==> src/rtl/vertexinput_axil_cfg_initiator_pkg.sv <==
// Shared types and constants for the vertex-input AXI-lite configuration initiator.
// Bus widths default to 32 bits unless a project-wide define already set them.
`ifndef ADDR_W
`define ADDR_W 32
`endif
`ifndef DATA_W
`define DATA_W 32
`endif

package vertexinput_axil_pkg;

   // Transaction sequencer states; one transaction in flight at most.
   typedef enum logic [2:0] {
      ST_IDLE    = 3'd0,
      ST_WR_REQ  = 3'd1,
      ST_WR_RESP = 3'd2,
      ST_RD_REQ  = 3'd3,
      ST_RD_RESP = 3'd4,
      ST_RSP     = 3'd5
   } state_t;

   localparam logic [1:0] RESP_OKAY    = 2'b00;
   localparam logic [1:0] RESP_SLVERR  = 2'b10;
   localparam logic [2:0] PROT_DEFAULT = 3'b000;

   // Registers are 32-bit words; anything not on a word boundary is refused.
   function automatic logic is_aligned(input logic [1:0] addr_lsb);
      return (addr_lsb == 2'b00);
   endfunction

endpackage

==> src/rtl/vertexinput_axil_cfg_initiator_if.sv <==
// AXI-lite bus bundle between the configuration initiator and its slave.
`ifndef ADDR_W
`define ADDR_W 32
`endif
`ifndef DATA_W
`define DATA_W 32
`endif

interface vertexinput_axil_cfg_initiator_if #(
   parameter int ADDR_W = `ADDR_W,
   parameter int DATA_W = `DATA_W
) ();
   logic                awvalid;
   logic                awready;
   logic [ADDR_W-1:0]   awaddr;
   logic [2:0]          awprot;
   logic                wvalid;
   logic                wready;
   logic [DATA_W-1:0]   wdata;
   logic [DATA_W/8-1:0] wstrb;
   logic                bvalid;
   logic                bready;
   logic [1:0]          bresp;
   logic                arvalid;
   logic                arready;
   logic [ADDR_W-1:0]   araddr;
   logic [2:0]          arprot;
   logic                rvalid;
   logic                rready;
   logic [DATA_W-1:0]   rdata;
   logic [1:0]          rresp;

   modport master (
      output awvalid, awaddr, awprot, input awready,
      output wvalid, wdata, wstrb, input wready,
      input  bvalid, bresp, output bready,
      output arvalid, araddr, arprot, input arready,
      input  rvalid, rdata, rresp, output rready
   );

   modport slave (
      input  awvalid, awaddr, awprot, output awready,
      input  wvalid, wdata, wstrb, output wready,
      output bvalid, bresp, input bready,
      input  arvalid, araddr, arprot, output arready,
      output rvalid, rdata, rresp, input rready
   );
endinterface

==> src/rtl/vertexinput_axil_cfg_initiator.sv <==
// AXI-lite configuration initiator: turns one command at a time into a single
// AXI-lite read or write and returns one response, with a per-transaction timeout.
`ifndef ADDR_W
`define ADDR_W 32
`endif
`ifndef DATA_W
`define DATA_W 32
`endif

module vertexinput_axil_cfg_initiator
   import vertexinput_axil_pkg::*;
#(
   parameter int ADDR_W      = `ADDR_W,
   parameter int DATA_W      = `DATA_W,
   parameter int TIMEOUT_CYC = 256
) (
   input  logic                clk,
   input  logic                rst,
   input  logic                cmd_valid,
   output logic                cmd_ready,
   input  logic                cmd_write,
   input  logic [ADDR_W-1:0]   cmd_addr,
   input  logic [DATA_W-1:0]   cmd_wdata,
   input  logic [DATA_W/8-1:0] cmd_wstrb,
   output logic                rsp_valid,
   input  logic                rsp_ready,
   output logic                rsp_write,
   output logic [DATA_W-1:0]   rsp_rdata,
   output logic [1:0]          rsp_resp,
   output logic                rsp_timeout,
   vertexinput_axil_cfg_initiator_if.master axil
);

   localparam int               STRB_W   = DATA_W / 8;
   localparam int               CNT_W    = $clog2(TIMEOUT_CYC + 1);
   localparam logic [CNT_W-1:0] TMO_LAST = CNT_W'(TIMEOUT_CYC - 1);

   state_t              r_state;
   state_t              w_state_nxt;
   logic                r_write;
   logic [ADDR_W-1:0]   r_addr;
   logic [DATA_W-1:0]   r_wdata;
   logic [STRB_W-1:0]   r_wstrb;
   logic                r_aw_done;
   logic                r_w_done;
   logic [CNT_W-1:0]    r_cnt;
   logic [DATA_W-1:0]   r_rsp_rdata;
   logic [1:0]          r_rsp_resp;
   logic                r_rsp_timeout;

   logic w_cmd_acc, w_aligned, w_busy, w_tmo, w_tmo_fire;
   logic w_aw_hs, w_w_hs, w_b_hs, w_ar_hs, w_r_hs, w_aw_ok, w_w_ok;

   // Valids/readies decode from registered state only, never from the slave's readies.
   assign cmd_ready    = (r_state == ST_IDLE);
   assign axil.awvalid = (r_state == ST_WR_REQ) && !r_aw_done;
   assign axil.wvalid  = (r_state == ST_WR_REQ) && !r_w_done;
   assign axil.bready  = (r_state == ST_WR_RESP);
   assign axil.arvalid = (r_state == ST_RD_REQ);
   assign axil.rready  = (r_state == ST_RD_RESP);
   assign axil.awaddr  = r_addr;
   assign axil.araddr  = r_addr;
   assign axil.awprot  = PROT_DEFAULT;
   assign axil.arprot  = PROT_DEFAULT;
   assign axil.wdata   = r_wdata;
   assign axil.wstrb   = r_wstrb;

   assign rsp_valid   = (r_state == ST_RSP);
   assign rsp_write   = r_write;
   assign rsp_rdata   = r_rsp_rdata;
   assign rsp_resp    = r_rsp_resp;
   assign rsp_timeout = r_rsp_timeout;

   assign w_cmd_acc = cmd_valid && cmd_ready;
   assign w_aligned = is_aligned(cmd_addr[1:0]);
   assign w_aw_hs   = axil.awvalid && axil.awready;
   assign w_w_hs    = axil.wvalid && axil.wready;
   assign w_b_hs    = axil.bvalid && axil.bready;
   assign w_ar_hs   = axil.arvalid && axil.arready;
   assign w_r_hs    = axil.rvalid && axil.rready;
   assign w_aw_ok   = r_aw_done || w_aw_hs;
   assign w_w_ok    = r_w_done || w_w_hs;
   assign w_busy    = (r_state == ST_WR_REQ) || (r_state == ST_WR_RESP) ||
                      (r_state == ST_RD_REQ) || (r_state == ST_RD_RESP);
   // A real handshake on the last allowed cycle still wins over the timeout.
   assign w_tmo      = w_busy && (r_cnt >= TMO_LAST);
   assign w_tmo_fire = w_tmo && (w_state_nxt == ST_RSP) && !w_b_hs && !w_r_hs;

   // State register.
   always_ff @(posedge clk or posedge rst) begin
      if (rst) r_state <= ST_IDLE;
      else     r_state <= w_state_nxt;
   end

   // Next-state decode.
   always_comb begin
      w_state_nxt = r_state;
      case (r_state)
         ST_IDLE: begin
            if (!w_cmd_acc)      w_state_nxt = ST_IDLE;
            else if (!w_aligned) w_state_nxt = ST_RSP;
            else if (cmd_write)  w_state_nxt = ST_WR_REQ;
            else                 w_state_nxt = ST_RD_REQ;
         end
         ST_WR_REQ: begin
            if (w_aw_ok && w_w_ok) w_state_nxt = ST_WR_RESP;
            else if (w_tmo)        w_state_nxt = ST_RSP;
            else                   w_state_nxt = ST_WR_REQ;
         end
         ST_WR_RESP: begin
            if (w_b_hs || w_tmo) w_state_nxt = ST_RSP;
            else                 w_state_nxt = ST_WR_RESP;
         end
         ST_RD_REQ: begin
            if (w_ar_hs)    w_state_nxt = ST_RD_RESP;
            else if (w_tmo) w_state_nxt = ST_RSP;
            else            w_state_nxt = ST_RD_REQ;
         end
         ST_RD_RESP: begin
            if (w_r_hs || w_tmo) w_state_nxt = ST_RSP;
            else                 w_state_nxt = ST_RD_RESP;
         end
         ST_RSP: begin
            if (rsp_ready) w_state_nxt = ST_IDLE;
            else           w_state_nxt = ST_RSP;
         end
         default: w_state_nxt = ST_IDLE;
      endcase
   end

   // Capture the command on acceptance and track which write channels have handshaken.
   always_ff @(posedge clk or posedge rst) begin
      if (rst) begin
         r_write   <= 1'b0;
         r_addr    <= '0;
         r_wdata   <= '0;
         r_wstrb   <= '0;
         r_aw_done <= 1'b0;
         r_w_done  <= 1'b0;
      end else if (w_cmd_acc) begin
         r_write   <= cmd_write;
         r_addr    <= cmd_addr;
         r_wdata   <= cmd_wdata;
         r_wstrb   <= cmd_wstrb;
         r_aw_done <= 1'b0;
         r_w_done  <= 1'b0;
      end else begin
         if (w_aw_hs) r_aw_done <= 1'b1;
         if (w_w_hs)  r_w_done  <= 1'b1;
      end
   end

   // Per-transaction cycle counter, restarted by each accepted command.
   always_ff @(posedge clk or posedge rst) begin
      if (rst)            r_cnt <= '0;
      else if (w_cmd_acc) r_cnt <= '0;
      else if (w_busy)    r_cnt <= r_cnt + CNT_W'(1);
   end

   // Response fields: refusal, bus result or timeout; held until the next command.
   always_ff @(posedge clk or posedge rst) begin
      if (rst) begin
         r_rsp_rdata   <= '0;
         r_rsp_resp    <= RESP_OKAY;
         r_rsp_timeout <= 1'b0;
      end else if (w_cmd_acc) begin
         r_rsp_rdata   <= '0;
         r_rsp_resp    <= w_aligned ? RESP_OKAY : RESP_SLVERR;
         r_rsp_timeout <= 1'b0;
      end else if (w_b_hs) begin
         r_rsp_resp    <= axil.bresp;
      end else if (w_r_hs) begin
         r_rsp_rdata   <= axil.rdata;
         r_rsp_resp    <= axil.rresp;
      end else if (w_tmo_fire) begin
         r_rsp_resp    <= RESP_SLVERR;
         r_rsp_timeout <= 1'b1;
      end
   end

endmodule

==> src/flat_wrapper.sv <==
// flat-port wrapper written by rule: the top's interface ports become plain ports
module vertexinput_axil_cfg_initiator_flat import vertexinput_axil_pkg::*;
#(
   parameter int ADDR_W      = `ADDR_W,
   parameter int DATA_W      = `DATA_W,
   parameter int TIMEOUT_CYC = 256
)
  (clk, rst, cmd_valid, cmd_ready, cmd_write, cmd_addr, cmd_wdata, cmd_wstrb, rsp_valid, rsp_ready, rsp_write, rsp_rdata, rsp_resp, rsp_timeout, axil_awvalid, axil_awaddr, axil_awprot, axil_awready, axil_wvalid, axil_wdata, axil_wstrb, axil_wready, axil_bvalid, axil_bresp, axil_bready, axil_arvalid, axil_araddr, axil_arprot, axil_arready, axil_rvalid, axil_rdata, axil_rresp, axil_rready);
  vertexinput_axil_cfg_initiator_if #(.ADDR_W(ADDR_W), .DATA_W(DATA_W)) axil_i ();
  input  logic clk;
  input  logic rst;
  input  logic cmd_valid;
  output logic cmd_ready;
  input  logic cmd_write;
  input  logic [ADDR_W-1:0] cmd_addr;
  input  logic [DATA_W-1:0] cmd_wdata;
  input  logic [DATA_W/8-1:0] cmd_wstrb;
  output logic rsp_valid;
  input  logic rsp_ready;
  output logic rsp_write;
  output logic [DATA_W-1:0] rsp_rdata;
  output logic [1:0] rsp_resp;
  output logic rsp_timeout;
  output wire logic [$bits(axil_i.awvalid)-1:0] axil_awvalid;
  output wire logic [$bits(axil_i.awaddr)-1:0] axil_awaddr;
  output wire logic [$bits(axil_i.awprot)-1:0] axil_awprot;
  input wire logic [$bits(axil_i.awready)-1:0] axil_awready;
  output wire logic [$bits(axil_i.wvalid)-1:0] axil_wvalid;
  output wire logic [$bits(axil_i.wdata)-1:0] axil_wdata;
  output wire logic [$bits(axil_i.wstrb)-1:0] axil_wstrb;
  input wire logic [$bits(axil_i.wready)-1:0] axil_wready;
  input wire logic [$bits(axil_i.bvalid)-1:0] axil_bvalid;
  input wire logic [$bits(axil_i.bresp)-1:0] axil_bresp;
  output wire logic [$bits(axil_i.bready)-1:0] axil_bready;
  output wire logic [$bits(axil_i.arvalid)-1:0] axil_arvalid;
  output wire logic [$bits(axil_i.araddr)-1:0] axil_araddr;
  output wire logic [$bits(axil_i.arprot)-1:0] axil_arprot;
  input wire logic [$bits(axil_i.arready)-1:0] axil_arready;
  input wire logic [$bits(axil_i.rvalid)-1:0] axil_rvalid;
  input wire logic [$bits(axil_i.rdata)-1:0] axil_rdata;
  input wire logic [$bits(axil_i.rresp)-1:0] axil_rresp;
  output wire logic [$bits(axil_i.rready)-1:0] axil_rready;
  assign axil_awvalid = axil_i.awvalid;
  assign axil_awaddr = axil_i.awaddr;
  assign axil_awprot = axil_i.awprot;
  assign axil_i.awready = axil_awready;
  assign axil_wvalid = axil_i.wvalid;
  assign axil_wdata = axil_i.wdata;
  assign axil_wstrb = axil_i.wstrb;
  assign axil_i.wready = axil_wready;
  assign axil_i.bvalid = axil_bvalid;
  assign axil_i.bresp = axil_bresp;
  assign axil_bready = axil_i.bready;
  assign axil_arvalid = axil_i.arvalid;
  assign axil_araddr = axil_i.araddr;
  assign axil_arprot = axil_i.arprot;
  assign axil_i.arready = axil_arready;
  assign axil_i.rvalid = axil_rvalid;
  assign axil_i.rdata = axil_rdata;
  assign axil_i.rresp = axil_rresp;
  assign axil_rready = axil_i.rready;
  vertexinput_axil_cfg_initiator #(.ADDR_W(ADDR_W), .DATA_W(DATA_W), .TIMEOUT_CYC(TIMEOUT_CYC)) u_core (.clk(clk), .rst(rst), .cmd_valid(cmd_valid), .cmd_ready(cmd_ready), .cmd_write(cmd_write), .cmd_addr(cmd_addr), .cmd_wdata(cmd_wdata), .cmd_wstrb(cmd_wstrb), .rsp_valid(rsp_valid), .rsp_ready(rsp_ready), .rsp_write(rsp_write), .rsp_rdata(rsp_rdata), .rsp_resp(rsp_resp), .rsp_timeout(rsp_timeout), .axil(axil_i));
endmodule
==> config.mk <==
export PLATFORM = sky130hd
export DESIGN_NAME = vertexinput_axil_cfg_initiator_flat
export DESIGN_NICKNAME = d
export VERILOG_FILES = /design/src/rtl/vertexinput_axil_cfg_initiator_pkg.sv /design/src/rtl/vertexinput_axil_cfg_initiator_if.sv /design/src/rtl/vertexinput_axil_cfg_initiator.sv /design/src/flat_wrapper.sv
export SDC_FILE = /design/constraint.sdc
export NUM_CORES = 1
export LEC_CHECK = 0
export ABC_AREA = 1
export CAP_MARGIN = 20
export CORE_MARGIN = 8
export CORE_UTILIZATION = 35
export CTS_BUF_LIST = sky130_fd_sc_hd__clkbuf_16
export DETAILED_ROUTE_END_ITERATION = 12
export HOLD_SLACK_MARGIN = 0.1
export PLACE_DENSITY_LB_ADDON = 0.1
export SETUP_SLACK_MARGIN = 0.05
export SYNTH_ARGS = -nofsm -noshare
export SYNTH_HDL_FRONTEND = slang
export SYNTH_SLANG_ARGS = --single-unit
==> constraint.sdc <==
create_clock -name clk -period 4.3 [get_ports clk]
set_input_delay 0.86 -clock clk [delete_from_list [all_inputs] [get_ports clk]]
set_output_delay 0.86 -clock clk [all_outputs]
set_load 0.03 [all_outputs]
==> results of run 1 <==
registers in the layout, summed over array words and instances (netlist names):
register / flops
u_core.rsp_write: 1
u_core.rsp_resp: 2
u_core.rsp_timeout: 1
u_core.r_aw_done: 1
u_core.axil.wstrb: 4
u_core.r_state: 3
u_core.r_cnt: 9
u_core.rsp_rdata: 32
u_core.axil.wdata: 32
u_core.r_w_done: 1
u_core.axil.araddr: 32
report_power, final:
part / switching (mW) / internal, mW / total, mW / leakage, nW
Combinational: 2.32 / 1.46 / 3.78 / 2.23
Clock: 0.468 / 0.950 / 1.42 / 0.305
Sequential: 0.352 / 1.62 / 1.98 / 1.51
Total: 3.14 / 4.03 / 7.17 / 4.04
cells in the mapped netlist:
cell      number  share of area [%]
nand2_1      285                 21
dfrtp_1      118                 57
nand3_1       70                6.8
buf_4         38                5.5
nor2_1        23                1.7
inv_1         20                1.4
clkbuf_1      14                1.0
buf_2         10               0.97
a21oi_1        8               0.77
inv_2          6               0.43
buf_1          5               0.36
o21ai_0        5               0.48
nand2_2        3               0.36
nand4_1        3               0.36
ha_1           2               0.48
nor2_2         2               0.24
o221ai_1       2               0.34
o22ai_1        2               0.24
a21boi_1       1               0.14
a22o_1         1               0.17
clkinv_1       1              0.072
conb_1         1              0.072
mux2i_1        1               0.19
nand3_2        1               0.19
o31ai_1        1               0.14
worst min-delay path by stage:
stage                                startpoint                     to  slack, ns  cells past startpoint
after floorplan                 u_core.r_cnt[3]        u_core.r_cnt[3]       0.47                      1
after global placement    u_core.axil.wdata[30]  u_core.axil.wdata[30]       0.46                      2
after detailed placement  u_core.axil.wdata[25]  u_core.axil.wdata[25]       0.47                      2
after CTS                 u_core.axil.wdata[30]  u_core.axil.wdata[30]       0.48                      2
after global routing       u_core.axil.wdata[6]   u_core.axil.wdata[6]       0.49                      2
final                     u_core.axil.wdata[25]  u_core.axil.wdata[25]       0.47                      2
critical path: stages, from the launching register on:
cell and delay, ns:
dfrtp_1 0.47, nand2_1 0.10, nor2_1 0.18, inv_1 0.08, nor2_1 0.10, clkdlybuf4s50_1 0.69
layout make-up:
class,instances,area [sq um],area share (%)
Clock inverter,15,169,2.05
Tap cell,184,230,2.79
Multi-Input combinational cell,416,1750,21.2
Timing Repair Buffer,263,2620,31.7
Clock buffer,17,425,5.16
Sequential cell,118,2950,35.8
Inverter,27,104,1.26
logic make-up after synthesis:
logic type,after synthesis,share of synthesized area [%]
simple gates,387,30.2
flops,118,56.9
buf+inv,94,9.80
compound gates,20,2.29
fa+ha+maj,2,0.483
mux,1,0.193
other cells,1,0.0723
routing by layer:
metal,track usage (%),routed length (um),vias up
li1,-,-,2342
met1,21.4,6950,2258
met2,28.9,8070,197
met3,6.56,1700,20
met4,6.75,280,0
met5,0,0,-
through the flow:
step | instances | hold WS (ns) | total power [mW]
after floorplan | 628 | 0.471 | 4.28
after global placement | 1008 | 0.460 | 5.77
after detailed placement | 1008 | 0.465 | 5.81
after CTS | 1040 | 0.482 | 7.27
after global routing | 1040 | 0.486 | 7.60
final | 1040 | 0.475 | 7.17
==> run metrics, run 1 <==
FILL cells 1332; cell count after synthesis 623; DRC 0; Finished Cell Area 8240 sq um; final period demand of the worst path 2.90 ns; period utilization 67.4%; Yosys cell types 25; sequential fraction of the synthesis area 56.9%; vias in the first global route 4860; endpoints failing setup 0; maximum vdd drop 381 uV; hold buffer count at cts 0; 1st-iter DRT viols around 300; nets@finish 959; worst skew pair latency about 0.41 ns; Sum Neg Setup Slack 0 ns; Critical Path Sink axil_awvalid; Die Width 138 um; Final ANT Viol Nets 0; largest net degree at the start of global routing 59; Slew Limit Fails 0; GR Util All Layers approximately 18%; worst-path fanout max 6; flop2flop setup slack about 1.7 ns; FF-to-FF End u_core.axil.wdata[27]; synthesized flop and latch total 118; share of cells above drive strength 1 under 10%; top-level port count between 200 and 300; Critical Path RT 3.44 ns; RSZ-0062 raised after global routing false; final setup margin approximately 1.4 ns; n_diodes 0; Syn. warnings 0; via count 4817; Area after DPL 7650 sq um; wire length per cell 16.3 um; average cell area after synthesis roughly 8.3 sq um; die footprint 19000 sq um; Critical Path Source u_core.r_state[0]; worst slack, placed 1.21 ns; most frequent cells in the layout nand2_1, clkdlybuf4s50_1, dfrtp_1; buffer depth of the longest clock path 2; CTS root buf clkbuf_16; fmax 0.345 GHz; run status finished, final reports clean; clock transition at the registers of the reported paths 0.05 ns; Layout Utilization 56.9%; Pwr Density between 800 and 900 nW/um^2; final hold violation count 0; Die Y 138 um; Routed WL around 17 mm; Post-Syn Area 5180 sq um; worst slew pin tran ~0.63 ns; port bufs 256; Worst Hold Class reg -> reg; DR pass1 iterations 5; R2R cell count 8; leakage power total 4.04 nW; WS Path Type reg -> out; synthesis-to-layout area growth 59.0%; first-pass GRT wire length 26.3 mm; vias per cell 4.63; Max-Cap Viols 0; H-tree Lvls 4; Final Skew 0.00802 ns; RD Place Congestion 0.837; WP data arrival around 2.0 ns; starting density of the core 35.8%; initial antenna violation count 0; TritonCTS Buffers 17; Slew headroom 58.3%; Rows between 40 and 50; CTS tree done; CP endpoint kind output port; Core Area 14500 sq um; post-DP HPWL 12.9 mm; # resized after CTS 0; clock sinks around 120; post-CTS setup buffers 0; RR Startpoint u_core.r_state[0]; Startpoint Class register; gr ovfl total 0; most common cell after layout, fill and taps aside nand2_1
Power figures use the tool's default switching activity.
==> run 2: changes to the inputs <==
clock period = 2.4 ns   (was 4.3 ns; I/O delays follow)
==> run metrics, run 2 (synthesis gave the netlist of run 1 again) <==
hold_ws 0.474 ns (was 0.475 ns); Pwr Density 1540 nW/um^2 (was 870 nW/um^2); final period demand of the worst path 2.22 ns; starting density of the core 35.8% (unchanged); Worst Hold Class reg -> reg (unchanged); RSZ-0062 raised after global routing false (unchanged); Finished Cell Area 8220 sq um (was 8240 sq um); most frequent cells in the layout nand2_1, clkdlybuf4s50_1, dfrtp_1 (unchanged); maximum vdd drop 709 uV (was 381 uV); DR pass1 iterations 4 (was 5); Slew Limit Fails 0 (unchanged); 1st-iter DRT viols 253 (was 299); CTS root buf clkbuf_16 (unchanged); via count 4779 (was 4817); port bufs 256 (unchanged); CP endpoint kind output port (unchanged); worst slack, placed 0.335 ns (was 1.21 ns); Critical Path RT 1.92 ns (was 3.44 ns); n_diodes 0 (unchanged); worst-path fanout max 6 (unchanged); vias per cell 4.60 (was 4.63); Max-Cap Viols 0 (unchanged); top-level port count 263 (unchanged); wire length per cell 16.3 um (about the same); worst slew pin tran 0.720 ns (was 0.625 ns); DRC 0 (unchanged); Layout Utilization 56.7% (was 56.9%); GR Util All Layers 17.7% (was 17.9%); Die Y 138 um (unchanged); endpoints failing setup 0 (unchanged); Sum Neg Setup Slack 0 ns (unchanged); period utilization 92.6%; Routed WL 16.9 mm (was 17.0 mm); H-tree Lvls 4 (unchanged); most common cell after layout, fill and taps aside nand2_1 (unchanged); WS Path Type reg -> out (unchanged); vias in the first global route 4738 (was 4860); clock transition at the registers of the reported paths 0.05 ns (about the same); nets@finish 959 (unchanged); final setup margin 0.178 ns (was 1.40 ns); Final Skew 0.00595 ns (was 0.00802 ns); post-DP HPWL 12.4 mm (was 12.9 mm); Die Width 138 um (unchanged); Rows 44 (unchanged); share of cells above drive strength 1 5.37% (was 5.49%); die footprint 19000 sq um (unchanged); flop2flop setup slack 0.32 ns (was 1.67 ns); Final ANT Viol Nets 0 (unchanged); run status finished, final reports clean (unchanged); crit path cell chain inv_2, nand2_1, nor2_1, dlygate4sd2_1 (was nand2_1, nor2_1, inv_1, nor2_1, clkdlybuf4s50_1); RD Place Congestion 0.896 (was 0.837); gr ovfl total 0 (unchanged); CTS tree done (unchanged); Slowest Stage Delay on Critical Path 0.48 ns (was 0.69 ns); Startpoint Class register (unchanged); Core Area 14500 sq um (unchanged); leakage power total 4.05 nW (was 4.04 nW); clock sinks 118 (unchanged); synthesis-to-layout area growth 58.4% (was 59.0%); TritonCTS Buffers 17 (unchanged); Area after DPL 7680 sq um (was 7650 sq um); worst skew pair latency 0.41 ns (about the same); largest net degree at the start of global routing 119 (was 59); buffer depth of the longest clock path 2 (unchanged); WP data arrival 1.74 ns (was 2.04 ns); Slowest-stage cell, CP dlygate4sd2_1 (was clkdlybuf4s50_1); post-CTS setup buffers 0 (unchanged); final hold violation count 0 (unchanged); Slew headroom 52.0% (was 58.3%); fmax 0.450 GHz; first-pass GRT wire length 25.9 mm (was 26.3 mm); initial antenna violation count 0 (unchanged)
## run 2: final timing paths
kind / startpoint / endpoint / cells past startpoint
min in group asynchronous: rst / u_core.axil.araddr[3] / 3
worst min register to register: u_core.axil.wdata[17] / u_core.axil.wdata[17] / 2
worst max-delay path: u_core.r_state[0] / cmd_ready / 4
worst min-delay path: u_core.axil.wdata[17] / u_core.axil.wdata[17] / 2
worst max register to register: u_core.r_cnt[0] / u_core.rsp_resp[1] / 15
max in group asynchronous: rst / u_core.rsp_rdata[4] / 3
## run 2: cell type report
cell class / count / area, sq um
multi-input combinational: 416 / 1750
tap: 184 / 230
inverter: 27 / 105
fill: 1289 / 6260
clock inverter: 15 / 123
timing repair buffer: 263 / 2630
clock buffer: 17 / 425
sequential: 118 / 2950
## run 2: timing repair
action | 4_1_cts | 5_1_grt
endpoints found under the setup margin | 7 | 0
gates resized for setup | 7 | 0
hold buffers | 0 | 0
endpoints found under the hold margin | 0 | 0
## run 2: routing by layer
metal,share of wire [%],vias up,global-route usage (%),routed length [um]
met5,0,-,0,0
met4,1.6,0,6.75,268
met3,11,20,7.66,1820
met2,48,179,28.2,8050
met1,40,2233,20.8,6790
li1,-,2347,-,-
## run 2: power by group
part / switching [mW] / total, mW / internal [mW]
registers: 0.602 / 3.51 / 2.91
logic: 4.18 / 6.80 / 2.61
clock network: 0.876 / 2.36 / 1.49
total: 5.66 / 12.7 / 7.01
## run 2: worst max-delay path, delay by kind of cell, from the launching register on
| kind | cells | cell delay (ns) |
|---|---|---|
| buffers and inverters | 2 | 0.56 |
| DFF | 1 | 0.44 |
| and+or+nand+nor | 2 | 0.32 |
## run 2: through the flow
stage	instances	power, mW
final	1040	12.7
after CTS	1040	12.8
after global routing	1040	13.4
after floorplan	628	7.68
after detailed placement	1008	10.5
after global placement	1008	10.3
